$ cat src/rtl/hazard_stall_controller_if.sv
// Pipeline-to-hazard-controller bundle: decode/execute status in, stall/bubble/flush controls out.
interface hazard_stall_controller_if #(
    parameter int unsigned REG_ADDR_W = 5
);
    logic                  decValid;
    logic [REG_ADDR_W-1:0] decRs1;
    logic [REG_ADDR_W-1:0] decRs2;
    logic                  decUseRs1;
    logic                  decUseRs2;
    logic                  exValid;
    logic                  exIsLoad;
    logic [REG_ADDR_W-1:0] exRd;
    logic                  exBranchTaken;
    logic                  memBusy;

    logic                  fetchStall;
    logic                  decodeStall;
    logic                  exBubble;
    logic                  flushFetch;
    logic                  flushDecode;
    logic                  ctrlState;
    logic [31:0]           perfStallCycles;
    logic [15:0]           perfFlushCount;

    modport master (
        output decValid, decRs1, decRs2, decUseRs1, decUseRs2,
               exValid, exIsLoad, exRd, exBranchTaken, memBusy,
        input  fetchStall, decodeStall, exBubble, flushFetch, flushDecode,
               ctrlState, perfStallCycles, perfFlushCount
    );

    modport slave (
        input  decValid, decRs1, decRs2, decUseRs1, decUseRs2,
               exValid, exIsLoad, exRd, exBranchTaken, memBusy,
        output fetchStall, decodeStall, exBubble, flushFetch, flushDecode,
               ctrlState, perfStallCycles, perfFlushCount
    );
endinterface

$ cat src/rtl/hazard_stall_controller.sv
// In-order pipeline hazard controller: load-use stall, memory-wait freeze, multi-cycle branch flush.
// Optional perf counters are built when HAZARD_PERF_COUNTER_EN is defined.
module hazard_stall_controller #(
    parameter int unsigned FLUSH_CYCLES = 2,
    parameter int unsigned REG_ADDR_W   = 5
) (
    input logic                    clk,
    input logic                    rst,
    hazard_stall_controller_if.slave bus
);
    localparam int unsigned CNT_W        = 4;
    localparam int unsigned STALL_CNT_W  = 32;
    localparam int unsigned FLUSH_CNT_W  = 16;
    localparam logic [CNT_W-1:0] FLUSH_RELOAD = CNT_W'(FLUSH_CYCLES - 1);

    typedef enum logic {
        RUN   = 1'b0,
        FLUSH = 1'b1
    } state_t;

    state_t                state;
    logic [CNT_W-1:0]      flushCnt;

    logic [REG_ADDR_W-1:0] decRs1;
    logic [REG_ADDR_W-1:0] decRs2;
    logic [REG_ADDR_W-1:0] exRd;
    logic                  loadUse;
    logic                  startFlush;
    logic                  fetchStallC;
    logic                  decodeStallC;
    logic                  exBubbleC;
    logic                  flushC;

    assign decRs1 = bus.decRs1;
    assign decRs2 = bus.decRs2;
    assign exRd   = bus.exRd;

    // x0 is hardwired zero, so a load targeting it never creates a dependency
    assign loadUse = bus.decValid & bus.exValid & bus.exIsLoad & (exRd != '0) &
                     ((bus.decUseRs1 & (decRs1 == exRd)) |
                      (bus.decUseRs2 & (decRs2 == exRd)));

    // Same-cycle controls; everything forced low while reset is held
    always_comb begin
        fetchStallC  = 1'b0;
        decodeStallC = 1'b0;
        exBubbleC    = 1'b0;
        flushC       = 1'b0;
        startFlush   = 1'b0;
        if (!rst) begin
            if (bus.memBusy) begin
                fetchStallC  = 1'b1;
                decodeStallC = 1'b1;
            end else if (state == RUN && bus.exBranchTaken) begin
                startFlush = 1'b1;
            end else if (state == RUN && loadUse) begin
                fetchStallC  = 1'b1;
                decodeStallC = 1'b1;
                exBubbleC    = 1'b1;
            end
            if (state == FLUSH || startFlush) begin
                flushC    = 1'b1;
                exBubbleC = !bus.memBusy;
            end
        end
    end

    assign bus.fetchStall  = fetchStallC;
    assign bus.decodeStall = decodeStallC;
    assign bus.exBubble    = exBubbleC;
    assign bus.flushFetch  = flushC;
    assign bus.flushDecode = flushC;
    assign bus.ctrlState   = (state == FLUSH);

    // Flush sequencer; a memory wait freezes both state and count
    always_ff @(posedge clk or posedge rst) begin
        if (rst) begin
            state    <= RUN;
            flushCnt <= '0;
        end else if (!bus.memBusy) begin
            case (state)
                RUN: begin
                    if (startFlush && FLUSH_CYCLES > 1) begin
                        state    <= FLUSH;
                        flushCnt <= FLUSH_RELOAD;
                    end
                end
                FLUSH: begin
                    if (flushCnt <= CNT_W'(1)) begin
                        state    <= RUN;
                        flushCnt <= '0;
                    end else begin
                        flushCnt <= flushCnt - CNT_W'(1);
                    end
                end
                default: begin
                    state    <= RUN;
                    flushCnt <= '0;
                end
            endcase
        end
    end

`ifdef HAZARD_PERF_COUNTER_EN
    logic [STALL_CNT_W-1:0] perfStallCycles;
    logic [FLUSH_CNT_W-1:0] perfFlushCount;

    // Free-running, wrapping event counters
    always_ff @(posedge clk or posedge rst) begin
        if (rst) begin
            perfStallCycles <= '0;
            perfFlushCount  <= '0;
        end else begin
            if (decodeStallC) perfStallCycles <= perfStallCycles + STALL_CNT_W'(1);
            if (startFlush)   perfFlushCount  <= perfFlushCount + FLUSH_CNT_W'(1);
        end
    end

    assign bus.perfStallCycles = perfStallCycles;
    assign bus.perfFlushCount  = perfFlushCount;
`else
    assign bus.perfStallCycles = '0;
    assign bus.perfFlushCount  = '0;
`endif

endmodule

$ cat src/flat_wrapper.sv
// flat-port wrapper written by rule: the top's interface ports become plain ports
module hazard_stall_controller_flat 
#(
    parameter int unsigned FLUSH_CYCLES = 2,
    parameter int unsigned REG_ADDR_W   = 5
)
  (clk, rst, bus_decValid, bus_decRs1, bus_decRs2, bus_decUseRs1, bus_decUseRs2, bus_exValid, bus_exIsLoad, bus_exRd, bus_exBranchTaken, bus_memBusy, bus_fetchStall, bus_decodeStall, bus_exBubble, bus_flushFetch, bus_flushDecode, bus_ctrlState, bus_perfStallCycles, bus_perfFlushCount);
  hazard_stall_controller_if #(.REG_ADDR_W(REG_ADDR_W)) bus_i ();
  input logic clk;
  input logic rst;
  input wire logic [$bits(bus_i.decValid)-1:0] bus_decValid;
  input wire logic [$bits(bus_i.decRs1)-1:0] bus_decRs1;
  input wire logic [$bits(bus_i.decRs2)-1:0] bus_decRs2;
  input wire logic [$bits(bus_i.decUseRs1)-1:0] bus_decUseRs1;
  input wire logic [$bits(bus_i.decUseRs2)-1:0] bus_decUseRs2;
  input wire logic [$bits(bus_i.exValid)-1:0] bus_exValid;
  input wire logic [$bits(bus_i.exIsLoad)-1:0] bus_exIsLoad;
  input wire logic [$bits(bus_i.exRd)-1:0] bus_exRd;
  input wire logic [$bits(bus_i.exBranchTaken)-1:0] bus_exBranchTaken;
  input wire logic [$bits(bus_i.memBusy)-1:0] bus_memBusy;
  output wire logic [$bits(bus_i.fetchStall)-1:0] bus_fetchStall;
  output wire logic [$bits(bus_i.decodeStall)-1:0] bus_decodeStall;
  output wire logic [$bits(bus_i.exBubble)-1:0] bus_exBubble;
  output wire logic [$bits(bus_i.flushFetch)-1:0] bus_flushFetch;
  output wire logic [$bits(bus_i.flushDecode)-1:0] bus_flushDecode;
  output wire logic [$bits(bus_i.ctrlState)-1:0] bus_ctrlState;
  output wire logic [$bits(bus_i.perfStallCycles)-1:0] bus_perfStallCycles;
  output wire logic [$bits(bus_i.perfFlushCount)-1:0] bus_perfFlushCount;
  assign bus_i.decValid = bus_decValid;
  assign bus_i.decRs1 = bus_decRs1;
  assign bus_i.decRs2 = bus_decRs2;
  assign bus_i.decUseRs1 = bus_decUseRs1;
  assign bus_i.decUseRs2 = bus_decUseRs2;
  assign bus_i.exValid = bus_exValid;
  assign bus_i.exIsLoad = bus_exIsLoad;
  assign bus_i.exRd = bus_exRd;
  assign bus_i.exBranchTaken = bus_exBranchTaken;
  assign bus_i.memBusy = bus_memBusy;
  assign bus_fetchStall = bus_i.fetchStall;
  assign bus_decodeStall = bus_i.decodeStall;
  assign bus_exBubble = bus_i.exBubble;
  assign bus_flushFetch = bus_i.flushFetch;
  assign bus_flushDecode = bus_i.flushDecode;
  assign bus_ctrlState = bus_i.ctrlState;
  assign bus_perfStallCycles = bus_i.perfStallCycles;
  assign bus_perfFlushCount = bus_i.perfFlushCount;
  hazard_stall_controller #(.FLUSH_CYCLES(FLUSH_CYCLES), .REG_ADDR_W(REG_ADDR_W)) u_core (.clk(clk), .rst(rst), .bus(bus_i));
endmodule
$ cat config.mk
export PLATFORM = sky130hd
export DESIGN_NAME = hazard_stall_controller_flat
export DESIGN_NICKNAME = d
export VERILOG_FILES = /design/src/rtl/hazard_stall_controller_if.sv /design/src/rtl/hazard_stall_controller.sv /design/src/flat_wrapper.sv
export SDC_FILE = /design/constraint.sdc
export NUM_CORES = 1
export LEC_CHECK = 0
export BUFFER_PORTS_ARGS = -buffer_cell sky130_fd_sc_hd__buf_2
export CORE_MARGIN = 2
export CORE_UTILIZATION = 25
export DETAILED_ROUTE_END_ITERATION = 8
export PLACE_DENSITY = 0.59
export SLEW_MARGIN = 20
export SYNTH_ARGS = -nofsm -noshare
export SYNTH_HDL_FRONTEND = slang
export SYNTH_SLANG_ARGS = --single-unit
$ cat constraint.sdc
create_clock -name clk -period 2 [get_ports clk]
set_input_delay 0.1 -clock clk [delete_from_list [all_inputs] [get_ports clk]]
set_output_delay 0.1 -clock clk [all_outputs]
set_load 0.02 [all_outputs]
* Yosys cells after proc, flatten, opt, wreduce, memory -nomap -nowiden
Index checks and enable logic that the tools add are counted.
Storage, ports and cells: output and inout port bits 54, latch bits 0, memory bits (writable) 0, input bits 24, memories 0, memory bits (read-only) 0, bits in registers 5
Operators by class: bitwise logic cells 9, equal/unequal tests 3, add/sub/neg operators 1, $mul 0, reductions and logical operators 6, shifts and indexed selects 0, mux-type cells 19, divide/modulo/power cells 0, magnitude comparators 1
Operator list (number):
- 1-bit two-way mux | 15
- 5-bit == test | 2
- 4-bit two-way mux | 2
- 4-bit case mux with 2 select lines | 1
- 1-bit AND | 6
- 5-bit nonzero test | 1
- 4-bit by 1-bit less-or-equal comparator with 1-bit output (second input constant) | 1
- 4-bit by 1-bit subtractor with 4-bit output (second input constant) | 1
- 1-bit logical AND | 2
- 2-bit by 1-bit inequality test with 1-bit output (second input constant) | 1
- 1-bit NOT | 2
- 1-bit case mux with 2 select lines | 1
- 2-bit AND reduction | 1
- 1-bit logical NOT | 1
- 1-bit logical OR | 1
- 1-bit OR | 1

* Longest topological paths before layout
Gate-level depths: netlist of run 1.
depth after elaboration 10, gate-level depth with buffers 6, depth with buffers taken out 6

* Worst setup path after synthesis of run 1
OpenSTA, ideal clock, no wires.
kind register to output, start point register u_core.state (netlist: u_core.bus.ctrlState), end point output port bus_fetchStall, path buffers 1, slack 0.262 ns, arrival time 1.638 ns, cell stages (with the launch flop) 4, cells stage by stage dfrtp_1 > or4_1 > o22ai_1 > buf_4
Between the ends: longest elaborated chain between the ends 6, elaborated cells on any way between the ends 7, classes of those cells 4 x mux; 1 x bitwise; 2 x reduce/logical
RTL lines:
- start: declaration | line hazard_stall_controller.sv:21 | state_t state;
- start signal: assignment | line hazard_stall_controller.sv:78 | state <= RUN;
- start signal: assignment | line hazard_stall_controller.sv:84 | state <= FLUSH;
- start signal: assignment | line hazard_stall_controller.sv:90 | state <= RUN;
- 1-bit NOT * | line hazard_stall_controller.sv:54, hazard_stall_controller.sv:56
- 1-bit logical AND | line hazard_stall_controller.sv:56 | end else if (state == RUN && loadUse) begin
- 1-bit two-way mux
- 1-bit two-way mux * (3 in series)
- end: declaration | line flat_wrapper.sv:21 | output wire logic [$bits(bus_i.fetchStall)-1:0] bus_fetchStall;
Mark *: on every way between the ends. The rest lies on a longest branch, timed or not.

* Worst setup path in the final report of run 1
start point input port rst, end point output port bus_fetchStall
Between the ends: longest elaborated chain between the ends 1
RTL lines:
- start: declaration | line flat_wrapper.sv:10 | input logic rst;
- 1-bit two-way mux | line hazard_stall_controller.sv:50 | if (!rst) begin
Every way passes these cells.

==> flow_summary_export.csv, run 1 <==
group,metric,value,unit
critical_path,path_buf_inv,3,
logic_synthesis,yosys_warnings,0,
power_and_ir_drop,peakVddDrop,189,uV
cts,cts_resized,0,
finish,syn_to_final_growth,4.73,%
status,status,"completed",
logic_synthesis,async_flop_share,1.00,
cts,htreeDepth,1,
global_route,grt_pass1_vias,487,
global_route,overflow,0,
sta,fin_setup_tns,0,ns
cts,clk_path_buf_depth,2,
finish,insertedDiodeCount,0,
cts,numCtsBuffers,3,
logic_synthesis,post_synth.cell_area_avg,8.22,um^2
critical_path,crit_slowest_cell,"dlygate4sd3_1",
logic_synthesis,ys_seq_area_frac,0.148,
floorplan,start_util,0.258,
power_and_ir_drop,p_leak,0.485,nW
placement,place.gp.congestion,0.705,
drt,drtPass1Iterations,3,
drt,vias,656,
sta,max_freq,590,MHz
critical_path,start_kind,"input port",
logic_synthesis,synth.area.top_cells,"buf_4 44%, dfrtp_1 15%, xor2_1 8.3%, ha_1 3.0%, inv_1 2.2%",
finish,fin_nets,161,
min_path,hold_class,"input port to flip-flop",
placement,port_buffers,29,
critical_path,slowest_delay,0.53,ns
critical_path,cp_cell_sequence,"dlygate4sd3_1 -> buf_2 -> or4_1 -> o22ai_1 -> buf_2",
finish,multi_input_comb_area,504,um^2
cts,cts_root_buf,"clkbuf_4",
global_route,grt_use_total,0.0687,
job,max_cap_viol_count,0,
sta,slew_headroom,0.642,
finish,utilization,0.270,
global_route,grt_use_met1,0.0722,
power_and_ir_drop,power,0.718,mW
sta,drv_slew,0,
global_route,use_met2,0.111,
critical_path,cp_max_fo,6,
logic_synthesis,ys_types,26,
critical_path,end_kind,"primary output",
cts,cts.sinks,5,
sta,clock_skew,0.000435,ns
logic_synthesis,synth-edff-count,0,
logic_synthesis,synth_seq_cells,5,
placement,placed_cell_area,851,um^2
drt,routed_wl,1410,um
sta,fin_crit,1.69,ns
cts,cts_tree,"built",
drt,drt_iter0_drc,8,
critical_path,crit_arrival,1.59,ns
global_route,antenna_found_initial,0,
sta,setup_viol,0,
critical_path,critPathKind,"input port to primary output",
floorplan,die_x,62.2,um
floorplan,placementRows,21,
drt,vias_per_cell,3.64,
floorplan,die_h,62.2,um
finish,final_cell_mix,"48 x conb_1, 29 x buf_2, 8 x xor2_1",
floorplan,core_area,0.00328,mm^2
global_route,grt-busiest-layer,"met2",
global_route,grt_pass1_wl,2090,um
power_and_ir_drop,power.density,809,mW/mm^2
logic_synthesis,synthCells,103,
critical_path,worstPathRequired,1.90,ns
logic_synthesis,synthesis.area,847,um^2
critical_path,path_delay_family,"buffers and inverters",
logic_synthesis,synth_top_area_cell,"buf_4",
floorplan,boundaryPins,78,
drt,drcViolationCount,0,
critical_path,r2r_slack,0.36,ns
min_path,hold_start,"bus_memBusy",
finish,layout_commonest_cell,"conb_1",
global_route,grt_util_met3,0.0272,
placement,post-dp-hpwl,1220,um
sta,finalHoldViolCount,0,
finish,fillers,365,
floorplan,die_area,0.00387,mm^2
logic_synthesis,yosysTopAreaCellShare,0.443,
finish,ff_latch_area,125,um^2
cts,clk_pin_slew,0.04,ns
sta,fin_crit_sh,0.847,
drt,wl_per_cell,7.85,um
cts,clk_latency,0.25,ns
finish,finish.instance_area,887,um^2
global_route,grt_max_degree,8,
logic_synthesis,synth_ff_type,"dfrtp_1",
drt,postRouteAntennaNets,0,
sta,worstMarginPinSlew,0.533,ns
sta,rsz0062_at_grt,"no",
finish,drive_gt1_frac,0.261,
critical_path,r2r-start,"u_core.flushCnt[0]",
critical_path,cp_common_cell,"buf_2",
critical_path,startpoint,"rst",
cts,post_cts_buffers,0,
## cells by family (layout without fill, tap and decap cells)
family | count (synthesis) | in the layout | synth area share
compound gates | 15 | 15 | 0.140
xor+xnor | 10 | 10 | 0.103
fa+ha+maj | 2 | 2 | 0.0295
buf+inv | 55 | 39 | 0.465
flops | 5 | 5 | 0.148
other cells | 1 | 48 | 0.00443
simple gates | 15 | 15 | 0.109
## where the power goes
group / switching (mW) / total, mW / internal, mW / leakage [nW]
clock: 0.0448 / 0.120 / 0.0756 / 0.0150
sequential: 0.0474 / 0.189 / 0.142 / 0.0632
combinational: 0.269 / 0.408 / 0.138 / 0.407
## cell usage after synthesis, types with 3 or more instances
cell	number
nand2b_1	3
xor2_1	8
inv_1	5
dfrtp_1	5
nor2_1	3
buf_4	50
## routing by layer
layer	part of all wire	wire length (um)
met5	0	0
met4	0.020	28
met3	0.14	194
met2	0.48	684
met1	0.36	505
## state kept, by name (all words and copies together), names as in the netlist
register / flops
u_core.flushCnt: 4
u_core.bus.ctrlState: 1
## worst reg2reg max path, stage by stage, from the launching register on
cell and delay, ns:
dfrtp_1 0.42, inv_1 0.08, ha_1 0.18, nor2_1 0.05, nor3_1 0.42, nor2_1 0.07, o32a_1 0.30
## cell type report
| class | count | area share |
|---|---|---|
| clock buffers | 4 | 0.0296 |
| well taps | 46 | 0.0649 |
| flip-flops and latches | 5 | 0.141 |
| multi-input cells | 90 | 0.568 |
| inverters | 5 | 0.0212 |
| repair buffers | 30 | 0.175 |
## metrics by stage
step	hold slack, ns	cells	setup WS, ns
final	0.202	180	0.306
after global routing	0.207	180	0.243
after CTS	0.190	180	0.297
after detailed placement	0.0826	175	0.377
after global placement	0.0881	175	0.460
after floorplan	-0.105	150	0.262
## worst paths after layout
check                                  endpoint  cells past startpoint
min in group asynchronous  u_core.bus.ctrlState                      3
hold reg to reg              u_core.flushCnt[3]                      1
max in group asynchronous    u_core.flushCnt[2]                      3
hold / removal               u_core.flushCnt[0]                      2
setup / recovery                 bus_fetchStall                      5
setup reg to reg             u_core.flushCnt[0]                      6
## timing repair
action                                  CTS  global route
endpoints found under the hold margin     5             0
hold buffers                              1             0
endpoints found under the setup margin    0             0
Power figures use the tool's default switching activity.
==> inputs of run 2 (changes only) <==
--- a/config.mk
+++ b/config.mk
@@ -9,7 +9,7 @@
 export CORE_MARGIN = 2
 export CORE_UTILIZATION = 25
 export DETAILED_ROUTE_END_ITERATION = 8
-export PLACE_DENSITY = 0.59
+export PLACE_DENSITY = 0.61
 export SLEW_MARGIN = 20
 export SYNTH_ARGS = -nofsm -noshare
 export SYNTH_HDL_FRONTEND = slang
==> constraint.sdc (replaced) <==
create_clock -name clk -period 1.5 [get_ports clk]
set_input_delay 0.075 -clock clk [delete_from_list [all_inputs] [get_ports clk]]
set_output_delay 0.075 -clock clk [all_outputs]
set_load 0.02 [all_outputs]
==> run 2 against run 1 <==
Effect of this change: largest power group unchanged; highest routed layer unchanged; global-route usage shrank 0.47 points; core utilization grew 2.4 points; cell area grew 9.0%; wire length shrank 1.8%; the run now ends with setup timing left; clock power grew 31%; final cell count grew 2.8%.
==> flow_summary_export.csv, run 2 (synthesis gave the netlist of run 1 again) <==
group,metric,value,unit
status,status,"finished, violations left",
status,violations,"setup timing",
sta,max_freq,656,MHz
sta,finalHoldViolCount,0,
power_and_ir_drop,power.density,1130,mW/mm^2
finish,utilization,0.294,
placement,port_buffers,29,
floorplan,boundaryPins,78,
min_path,hold_class,"input port to flip-flop",
floorplan,die_area,0.00387,mm^2
critical_path,r2r-start,"u_core.flushCnt[0]",
global_route,overflow,0,
cts,htreeDepth,1,
cts,clk_pin_slew,0.04,ns
global_route,grt_util_met3,0.0290,
global_route,antenna_found_initial,0,
critical_path,cp_max_fo,2,
cts,numCtsBuffers,3,
power_and_ir_drop,p_comb_frac,0.644,
global_route,grt_pass1_vias,492,
drt,vias_per_cell,3.56,
critical_path,r2r_slack,0.07,ns
placement,post-dp-hpwl,1200,um
drt,vias,658,
floorplan,placementRows,21,
cts,cts_tree,"built",
power_and_ir_drop,power,1.10,mW
finish,drive_gt1_frac,0.331,
sta,worst_slack,-0.0235,ns
global_route,grt_pass1_wl,1960,um
drt,postRouteAntennaNets,0,
cts,clk_path_buf_depth,2,
drt,drtPass1Iterations,4,
sta,fin_crit_sh,1.02,
sta,clock_skew,0.00349,ns
power_and_ir_drop,p_leak,0.518,nW
finish,largest_reg_flops,4,
global_route,grt_use_met1,0.0653,
finish,final_cell_mix,"48 x conb_1, 26 x buf_2, 8 x xor2_1, 8 x buf_4, 5 x inv_1",
global_route,grt_use_total,0.0640,
drt,drcViolationCount,0,
power_and_ir_drop,clockPowerShare,0.143,
critical_path,crit_arrival,1.45,ns
finish,syn_to_final_growth,14.2,%
sta,setup_viol,2,
cts,clk_latency,0.24,ns
power_and_ir_drop,netSwitchingFraction,0.467,
critical_path,worstPathRequired,1.42,ns
floorplan,core_area,0.00328,mm^2
critical_path,endpoint,"bus_fetchStall",
global_route,grt-busiest-layer,"met2",
floorplan,start_util,0.258,
critical_path,reg2reg_to,"u_core.flushCnt[3]",
placement,post-place-ws,0.0320,ns
floorplan,die_x,62.2,um
critical_path,critPathKind,"flip-flop to primary output",
power_and_ir_drop,seq_power_share,0.213,
power_and_ir_drop,switchingPower,0.511,mW
drt,wl_per_cell,7.50,um
drt,drt_iter0_drc,8,
placement,place.gp.congestion,0.755,
finish,layout_commonest_cell,"conb_1",
power_and_ir_drop,peakVddDrop,281,uV
finish,final_cells,185,
finish,insertedDiodeCount,0,
sta,drv_slew,0,
power_and_ir_drop,intPower,0.585,mW
finish,regMostFlops,"u_core.flushCnt",
drt,routed_wl,1390,um
job,max_cap_viol_count,0,
floorplan,die_h,62.2,um
sta,fin_crit,1.52,ns
critical_path,worstRegToRegCells,6,
finish,fin_nets,166,
sta,rsz0062_at_grt,"yes",
global_route,use_met2,0.110,
critical_path,start_kind,"flip-flop",
global_route,grt_max_degree,7,
placement,dp.cells,179,
cts,cts.sinks,5,
critical_path,startpoint,"u_core.bus.ctrlState",
critical_path,end_kind,"primary output",
cts,cts_root_buf,"clkbuf_4",
## run 2: worst min-delay path by stage
| stage | from | endpoint | slack (ns) | cells past startpoint |
|---|---|---|---|---|
| after global placement | rst | u_core.flushCnt[2] | 0.08 | 2 |
| after detailed placement | rst | u_core.flushCnt[2] | 0.08 | 2 |
| final | bus_memBusy | u_core.flushCnt[0] | 0.17 | 2 |
| after floorplan | rst | u_core.flushCnt[0] | -0.13 | 1 |
| after global routing | bus_memBusy | u_core.flushCnt[0] | 0.18 | 2 |
| after CTS | bus_memBusy | u_core.flushCnt[0] | 0.16 | 2 |
## run 2: routing by layer
layer,share of wire,vias to the layer above
li1,-,321
met1,0.38,292
met2,0.49,43
met3,0.12,2
met4,0.010,0
met5,0,-
## run 2: repair_timing
action / 4_1_cts / 5_1_grt
gates resized for setup: 3 / 4
hold endpoints to repair: 5 / 0
hold buffers: 1 / 0
setup buffers: 0 / 1
endpoints found under the setup margin: 2 / 7
## run 2: power by group through the flow
stage / logic (mW) / registers, mW / clock network [mW]
after floorplan: 0.509 / 0.257 / 0
after global placement: 0.625 / 0.233 / 0
after detailed placement: 0.627 / 0.235 / 0
after CTS: 0.634 / 0.234 / 0.164
after global routing: 0.759 / 0.240 / 0.178
final: 0.706 / 0.234 / 0.157
## run 2: layout make-up
type	instances	area, um^2
clock buffer	4	26.3
fill	378	2320
inverter	5	18.8
multi-input combinational	90	538
sequential	5	126
tap	46	57.6
timing repair buffer	35	200
## run 2: critical path, stage by stage (launching register included)
cell and delay [ns]:
dfrtp_2 0.39, or4_4 0.54, o22ai_4 0.11, buf_4 0.16
## run 2: per-stage QoR
stage / hold WS, ns / setup TNS, ns / cell area, um^2
2_1_floorplan: -0.130 / 0 / 1040
3_3_place_gp: 0.0775 / 0 / 896
3_5_place_dp: 0.0753 / 0 / 896
4_1_cts: 0.164 / -0.0822 / 941
5_1_grt: 0.178 / -0.143 / 967
6_report: 0.167 / -0.0469 / 967
==> inputs of run 3 (changes only) <==
--- a/config.mk
+++ b/config.mk
@@ -9,7 +9,6 @@
 export CORE_MARGIN = 2
 export CORE_UTILIZATION = 25
 export DETAILED_ROUTE_END_ITERATION = 8
-export PLACE_DENSITY = 0.61
 export SLEW_MARGIN = 20
 export SYNTH_ARGS = -nofsm -noshare
 export SYNTH_HDL_FRONTEND = slang
==> run 3 against run 2 <==
Effect of this change: the flow still finishes with violations (setup timing); wire length rose by 6.3%; critical path depth is the same; clock skew grew 0.00051 ns; critical path type unchanged; largest cell class unchanged; highest routed layer unchanged.
==> flow_summary_export.csv, run 3 (synthesis gave the netlist of run 1 again) <==
group,metric,value,unit
status,status,"finished, violations left",
status,violations,"setup timing",
power_and_ir_drop,power,1.11,mW
finish,fin_nets,166,
sta,fin_crit,1.53,ns
placement,post-dp-hpwl,1210,um
sta,worst_slack,-0.0309,ns
critical_path,worstRegToRegCells,7,
critical_path,reg2reg_to,"u_core.flushCnt[0]",
drt,drtPass1Iterations,4,
finish,largest_reg_flops,4,
sta,fin_crit_sh,1.02,
power_and_ir_drop,clockPowerShare,0.143,
drt,postRouteAntennaNets,0,
finish,regMostFlops,"u_core.flushCnt",
finish,syn_to_final_growth,16.0,%
sta,drv_slew,0,
cts,htreeDepth,1,
power_and_ir_drop,netSwitchingFraction,0.468,
critical_path,end_kind,"primary output",
finish,ff_latch_area,126,um^2
finish,drive_gt1_frac,0.360,
power_and_ir_drop,intPower,0.591,mW
drt,wl_per_cell,7.97,um
power_and_ir_drop,power.density,1130,mW/mm^2
global_route,grt_util_met3,0.0236,
sta,finalHoldViolCount,0,
finish,utilization,0.299,
power_and_ir_drop,switchingPower,0.519,mW
global_route,antenna_found_initial,0,
placement,dp.cells,180,
critical_path,slowest_delay,0.54,ns
cts,cts_root_buf,"clkbuf_4",
critical_path,cp_max_fo,2,
finish,fillers,367,
floorplan,die_x,62.2,um
critical_path,critPathKind,"flip-flop to primary output",
global_route,overflow,0,
critical_path,start_kind,"flip-flop",
drt,vias,671,
min_path,hold_class,"input port to flip-flop",
job,max_cap_viol_count,0,
placement,place.gp.congestion,0.764,
critical_path,worstPathRequired,1.42,ns
global_route,grt_use_total,0.0739,
floorplan,die_area,0.00387,mm^2
global_route,grt_pass1_vias,559,
cts,clk_latency,0.25,ns
floorplan,start_util,0.258,
cts,post_cts_buffers,0,
global_route,grt-busiest-layer,"met2",
min_path,hold_start,"bus_memBusy",
sta,max_freq,653,MHz
placement,post-place-ws,-0.00566,ns
floorplan,placementRows,21,
finish,final_cells,185,
cts,numCtsBuffers,3,
global_route,use_met2,0.115,
global_route,grt_use_met1,0.0863,
cts,clk_path_buf_depth,2,
floorplan,die_h,62.2,um
drt,drcViolationCount,0,
floorplan,boundaryPins,78,
cts,cts_tree,"built",
sta,fin_setup_tns,-0.0615,ns
placement,port_buffers,29,
power_and_ir_drop,seq_power_share,0.211,
critical_path,r2r_slack,0.04,ns
min_path,holdPathEnd,"u_core.flushCnt[0]",
power_and_ir_drop,p_leak,0.518,nW
critical_path,crit_arrival,1.46,ns
drt,routed_wl,1480,um
finish,insertedDiodeCount,0,
global_route,grt_max_degree,7,
critical_path,cp_cell_sequence,"or4_4 -> o22ai_4 -> buf_6",
drt,vias_per_cell,3.63,
sta,setup_viol,2,
critical_path,r2r-start,"u_core.flushCnt[0]",
global_route,grt_pass1_wl,2270,um
finish,layout_commonest_cell,"conb_1",
power_and_ir_drop,peakVddDrop,285,uV
cts,clk_pin_slew,0.04,ns
finish,final_cell_mix,"48 x conb_1, 26 x buf_2, 8 x xor2_1",
cts,cts.sinks,5,
min_path,min_path_cells,2,
power_and_ir_drop,p_comb_frac,0.646,
floorplan,core_area,0.00328,mm^2
critical_path,crit_slowest_cell,"or4_4",
sta,rsz0062_at_grt,"yes",
drt,drt_iter0_drc,17,
sta,clock_skew,0.00400,ns
finish,multi_input_comb_area,546,um^2
[run 3: cell type report]
cell class,instances,area share
flip-flops and latches,5,0.129
well taps,46,0.0586
multi-input cells,90,0.555
inverters,5,0.0191
repair buffers,35,0.211
clock buffers,4,0.0268
[run 3: routing by layer]
metal / vias to the layer above / routed length, um
li1: 324 / -
met1: 301 / 605
met2: 44 / 698
met3: 2 / 150
met4: 0 / 21
met5: - / 0
[run 3: stage by stage]
stage	hold WS, ns	cell area (um^2)
final	0.177	982
after floorplan	-0.130	1040
after global routing	0.201	982
after global placement	0.0777	903
after detailed placement	0.0791	903
after CTS	0.168	953
[run 3: timing repair]
item	4_1_cts	5_1_grt
hold endpoints to repair	5	0
pin swaps	0	2
hold buffers	1	0
gates resized for setup	4	9
cloned	0	0
endpoints found under the setup margin	3	7
[run 3: worst max-delay path by stage]
stage               cells past startpoint                 end  slack [ns]                  from
finish                                  3      bus_fetchStall       -0.03  u_core.bus.ctrlState
detailed placement                      7  u_core.flushCnt[0]      -0.006    u_core.flushCnt[1]
floorplan                               3      bus_fetchStall       0.005  u_core.bus.ctrlState
global placement                        7  u_core.flushCnt[0]        0.02    u_core.flushCnt[0]
global route                            3     bus_decodeStall       -0.09  u_core.bus.ctrlState
CTS                                     3      bus_fetchStall       -0.04  u_core.bus.ctrlState
[run 3: worst max-delay path, delay by kind of cell, from the launching register on]
| family | cells | cell delay (ns) |
|---|---|---|
| compound gates | 1 | 0.14 |
| simple gates | 1 | 0.54 |
| buf+inv | 1 | 0.14 |
| flops | 1 | 0.39 |
[run 3: power groups by stage]
stage	logic, mW	clock network [mW]	registers, mW
CTS	0.667	0.167	0.232
detailed placement	0.649	0	0.230
finish	0.717	0.159	0.234
global placement	0.649	0	0.229
global route	0.793	0.171	0.242
floorplan	0.509	0	0.257
